===== config.mk =====
export PLATFORM = sky130hd
export DESIGN_NAME = relu_sched
export DESIGN_NICKNAME = d
export VERILOG_FILES = /design/src/rtl/relu_sched.sv
export SDC_FILE = /design/constraint.sdc
export NUM_CORES = 1
export LEC_CHECK = 0
export CAP_MARGIN = 20
export CORE_UTILIZATION = 50
export CTS_CLUSTER_DIAMETER = 60
export CTS_CLUSTER_SIZE = 8
export DETAILED_ROUTE_END_ITERATION = 16
export PLACE_DENSITY = 0.78
export SYNTH_ARGS = -nofsm -noshare
export SYNTH_HDL_FRONTEND = slang
export SYNTH_SLANG_ARGS = --single-unit

===== constraint.sdc =====
create_clock -name clk -period 5 [get_ports clk]
set_clock_uncertainty 0.05 [all_clocks]
set_input_delay 1.5 -clock clk [delete_from_list [all_inputs] [get_ports clk]]
set_output_delay 1.5 -clock clk [all_outputs]
set_load 0.005 [all_outputs]

===== src/rtl/relu_sched.sv =====
// relu_sched: sequences one layer of words through the external 2-cycle ReLU
// datapath. A 2-stage tag pipe tracks words inside the datapath, and a small
// output FIFO holds the results. Upstream credit is sized so the FIFO never
// overflows.
module relu_sched #(
    parameter int unsigned NUM_WIDTH  = 16,
    parameter int unsigned CNT_WIDTH  = 16,
    parameter int unsigned FIFO_DEPTH = 4
) (
    input  logic                 clk,
    input  logic                 rst_n,
    input  logic                 cfg_valid,
    output logic                 cfg_ready,
    input  logic                 cfg_bypass,
    input  logic [CNT_WIDTH-1:0] cfg_count,
    input  logic                 up_valid,
    output logic                 up_ready,
    input  logic [NUM_WIDTH-1:0] up_data,
    output logic                 relu_bypass,
    output logic [NUM_WIDTH-1:0] relu_up_data,
    input  logic [NUM_WIDTH-1:0] relu_dn_data,
    output logic                 dn_valid,
    input  logic                 dn_ready,
    output logic [NUM_WIDTH-1:0] dn_data,
    output logic                 dn_last,
    output logic                 busy
);

    localparam int unsigned PtrW = $clog2(FIFO_DEPTH);
    localparam int unsigned OccW = PtrW + 1;

    typedef enum logic [1:0] {StIdle, StRun, StDrain} state_e;

    state_e               state_q, state_d;
    logic [CNT_WIDTH-1:0] remaining_q, remaining_d;
    logic                 bypass_q, bypass_d;

    logic                 tag0_vld_q, tag0_last_q;
    logic                 tag1_vld_q, tag1_last_q;

    logic [NUM_WIDTH-1:0] fifo_data_q [FIFO_DEPTH];
    logic                 fifo_last_q [FIFO_DEPTH];
    logic [PtrW-1:0]      wr_ptr_q, rd_ptr_q;
    logic [OccW-1:0]      occ_q;

    logic                 push, pop, up_fire, credit_avail;
    logic [OccW:0]        credits_used;

    // Words already committed to the FIFO plus words still inside the datapath.
    assign credits_used = {1'b0, occ_q} + {{OccW{1'b0}}, tag0_vld_q}
                        + {{OccW{1'b0}}, tag1_vld_q};
    assign credit_avail = credits_used < (OccW + 1)'(FIFO_DEPTH);

    assign push         = tag1_vld_q;
    assign dn_valid     = occ_q != '0;
    assign pop          = dn_valid && dn_ready;
    assign up_fire      = up_valid && up_ready;

    // Empty FIFO drives zeros so stale entries are never visible.
    assign dn_data      = dn_valid ? fifo_data_q[rd_ptr_q] : '0;
    assign dn_last      = dn_valid && fifo_last_q[rd_ptr_q];

    assign relu_up_data = up_data;
    assign relu_bypass  = bypass_q;
    assign busy         = state_q != StIdle;

    // Next-state, layer bookkeeping and handshake readies.
    always_comb begin
        state_d     = state_q;
        remaining_d = remaining_q;
        bypass_d    = bypass_q;
        cfg_ready   = 1'b0;
        up_ready    = 1'b0;
        unique case (state_q)
            StIdle: begin
                cfg_ready = 1'b1;
                if (cfg_valid) begin
                    bypass_d    = cfg_bypass;
                    remaining_d = cfg_count;
                    if (cfg_count != '0) begin
                        state_d = StRun;
                    end
                end
            end
            StRun: begin
                up_ready = credit_avail;
                if (up_valid && credit_avail) begin
                    remaining_d = remaining_q - CNT_WIDTH'(1);
                    if (remaining_q == CNT_WIDTH'(1)) begin
                        state_d = StDrain;
                    end
                end
            end
            StDrain: begin
                if (pop && dn_last) begin
                    state_d = StIdle;
                end
            end
            default: state_d = StIdle;
        endcase
    end

    // FSM and layer registers.
    always_ff @(posedge clk or negedge rst_n) begin
        if (!rst_n) begin
            state_q     <= StIdle;
            remaining_q <= '0;
            bypass_q    <= 1'b0;
        end else begin
            state_q     <= state_d;
            remaining_q <= remaining_d;
            bypass_q    <= bypass_d;
        end
    end

    // Tag pipe mirrors the datapath latency; stage 1 marks the FIFO write cycle.
    always_ff @(posedge clk or negedge rst_n) begin
        if (!rst_n) begin
            tag0_vld_q  <= 1'b0;
            tag0_last_q <= 1'b0;
            tag1_vld_q  <= 1'b0;
            tag1_last_q <= 1'b0;
        end else begin
            tag0_vld_q  <= up_fire;
            tag0_last_q <= up_fire && (remaining_q == CNT_WIDTH'(1));
            tag1_vld_q  <= tag0_vld_q;
            tag1_last_q <= tag0_last_q;
        end
    end

    // FIFO pointers and occupancy; pointers wrap naturally at a power of two.
    always_ff @(posedge clk or negedge rst_n) begin
        if (!rst_n) begin
            wr_ptr_q <= '0;
            rd_ptr_q <= '0;
            occ_q    <= '0;
        end else begin
            if (push) begin
                wr_ptr_q <= wr_ptr_q + PtrW'(1);
            end
            if (pop) begin
                rd_ptr_q <= rd_ptr_q + PtrW'(1);
            end
            case ({push, pop})
                2'b10:   occ_q <= occ_q + OccW'(1);
                2'b01:   occ_q <= occ_q - OccW'(1);
                default: occ_q <= occ_q;
            endcase
        end
    end

    // FIFO storage; contents are qualified by occupancy, so no reset needed.
    always_ff @(posedge clk) begin
        if (push) begin
            fifo_data_q[wr_ptr_q] <= relu_dn_data;
            fifo_last_q[wr_ptr_q] <= tag1_last_q;
        end
    end

endmodule


==> qor.txt <==
Resize count post-CTS = 0
Num CTS Buffers = 9
Critical Path, Cell by Cell = mux4_2, and2_1, clkdlybuf4s50_1
compound-cell area share of the yosys netlist = 0.0841
Mapped Cells = 314
Max Slew Vio Count = 0
CP Max Fanout = 18
via count = 2702
FF-to-FF setup slack = 2.37 ns
n_diodes = 0
Final period util = 0.775
clk root buf = clkbuf_8
setup slack after layout = 1.12 ns
post-synthesis xor/xnor area fraction = 0.0119
Peak VDD IR = 0.226 mV
unrepaired setup endpoints after global routing = false
Via density = 5.74
Worst Path Arrival = 2.33 ns
vias in the first global route = 2672
Mapped Area = 4400 sq um
P&R area growth vs syn = 17.9%
clock latency on the worst-skew pair = 0.36 ns
Hold Path Class = reg2reg
Hold Path Sink = tag1_last_q$_DFF_PN0_
DRT iter0 DRCs = 85
sequential-to-total area share from yosys stat = 0.634
layout cell share with drive strength beyond 1 = 0.123
final estimated routing congestion in global placement = 0.818
Setup TNS = 0 ns
Worst Path Required = 3.45 ns
YS warnings = 0
syn avg cell area = 14.0 sq um
gr usage total = 0.192
Worst Path Buf+Inv = 1
remaining global-route overflow = 0
HPWL Detailed = 5.33 mm
postcts setup bufs = 0
I/O Buffers = 59
Adder-Cell Fraction of Synth Area = 0.0273
Slew HR = 0.405
first-pass GRT wire length = 12.8 mm
Synth cell types = 44
fmax = 0.258 GHz
die height = 95.8 um
Top FF cell, synth = edfxtp_1
worst r2r dst = occ_q[1]$_DFFE_PN0P_
Final ANT Viol Nets = 0
DR WL/cell = 17.1 um
total power = 2680 uW
status = finished, final reports clean
synth cell count leaders = 68 x edfxtp_1, 30 x dfrtp_1, 23 x and2_1
Max Root-Sink Buffers = 2
mux share of post-synthesis cell area = 0.0895
Initial Utilization = 0.525
count leader, synth = edfxtp_1
H-tree lvl count = 3
CP delay by family, top = flip-flops
final setup fails = 0
top cells by area, synth = edfxtp_1 46%, dfrtp_1 17%, mux4_2 8.7%, and2_1 3.3%, buf_4 2.7%
Synth top area share = 0.464
Remaining DRCs = 0
Core Rows = 33
CP Launch Type = flip-flop
Final nets = 424
#FFs+latches synth = 98
Cells on Worst Hold Path = 0
Final Critical Period = 3.88 ns
hold_sp = tag0_last_q$_DFF_PN0_
Post-Route WL = 8.05 mm
largest family of logic cells by synthesized area = simple AND/OR/NAND/NOR gates
Worst R2R Path Depth = 7
Setup crit end kind = primary output
Post-synth EDFFs = 68
Max Cap Violations = 0
Die Area = 9180 sq um
CORE AREA = 8380 sq um
initial antenna violation count = 0
dpl ws = 1.49 ns
Async SR Flop Fraction = 0.306
final hold violations = 0
Slowest-stage cell, CP = dfrtp_1
RR Startpoint = occ_q[1]$_DFFE_PN0P_
num ports = 92
largest net degree at the start of global routing = 31
cell taking the most area after synthesis = edfxtp_1
slew at the pin closest to its max-slew limit = 0.892 ns
Die X = 95.8 um
Worst path max stage delay = 0.90 ns
iteration count of the initial detailed-routing pass = 4
Reg clk slew, reported paths = 0.10 ns
WS Path Type = reg2out
CTS sink count = 98
syn_nets = 377
hold_buf cts = 0
Simple-Gate Fraction of Synth Area = 0.103
CTS tree = built
Leakage = 0.00184 uW
PwrDens = 516 nW/um^2
[logic make-up (layout without fill, tap and decap cells)]
family / Yosys count / in the layout
compound gates: 59 / 59
fa+ha+maj: 9 / 9
mux: 18 / 18
xor+xnor: 6 / 6
buf+inv: 39 / 91
flops: 98 / 98
simple gates: 85 / 85
[layout by cell type (no fill, tap or decap), types with 4 or more instances in the layout]
cell type	count
nand2_1	16
inv_1	11
a21oi_1	15
clkbuf_8	9
o22ai_1	4
o21ai_0	19
nand3_1	5
edfxtp_1	68
nor4_1	7
nor2_1	17
clkdlybuf4s50_1	59
and2_1	23
dfrtp_1	30
o2bb2ai_1	4
nor3_1	4
buf_4	5
mux4_2	17
ha_1	8
[per-layer routing]
layer / global-route usage / routed length, um
met2: 0.332 / 4090
met5: 0 / 0
met3: 0.0379 / 369
met1: 0.238 / 3470
met4: 0.0759 / 119
[flip-flops by register name, indices dropped and copies added, names as in the netlist]
signal,count
fifo_data_q,64
fifo_last_q,4
occ_q,3
push,1
rd_ptr_q,2
relu_bypass,1
remaining_q,16
state_q,2
tag0_last_q,1
tag0_vld_q,1
tag1_last_q,1
wr_ptr_q,2
[where the power goes]
group          internal [uW]  leakage (uW)  switching [uW]
clock                    201      0.000104             304
sequential              1050      0.000984             140
combinational            557      0.000753             427
total                   1810       0.00184             870
[through the flow]
| step | area, sq um | util | cells | hold slack [ns] |
|---|---|---|---|---|
| after CTS | 5190 | 0.619 | 471 | 0.302 |
| after global placement | 4980 | 0.595 | 455 | 0.285 |
| after floorplan | 4400 | - | 314 | 0.281 |
| after detailed placement | 4980 | 0.595 | 455 | 0.292 |
| final | 5190 | 0.619 | 471 | 0.310 |
| after global routing | 5190 | 0.619 | 471 | 0.307 |
[final cells by class]
type,count,area (sq um)
clock inverter,7,81.3
fill,628,3190
multi-input combinational,177,1390
inverter,11,41.3
tap,105,131
sequential,98,2790
clock buffer,9,124
timing repair buffer,64,628
[worst max-delay path by stage]
stage | cells after the start | endpoint | from
final | 3 | dn_last | rd_ptr_q[1]$_DFFE_PN0P_
after global routing | 4 | dn_data[14] | rd_ptr_q[0]$_DFFE_PN0P_
after CTS | 3 | dn_last | rd_ptr_q[1]$_DFFE_PN0P_
after detailed placement | 3 | dn_last | rd_ptr_q[1]$_DFFE_PN0P_
after global placement | 3 | dn_last | rd_ptr_q[1]$_DFFE_PN0P_
after floorplan | 1 | relu_up_data[0] | up_data[0]
Note: power is estimated with default switching activity, not from simulation.
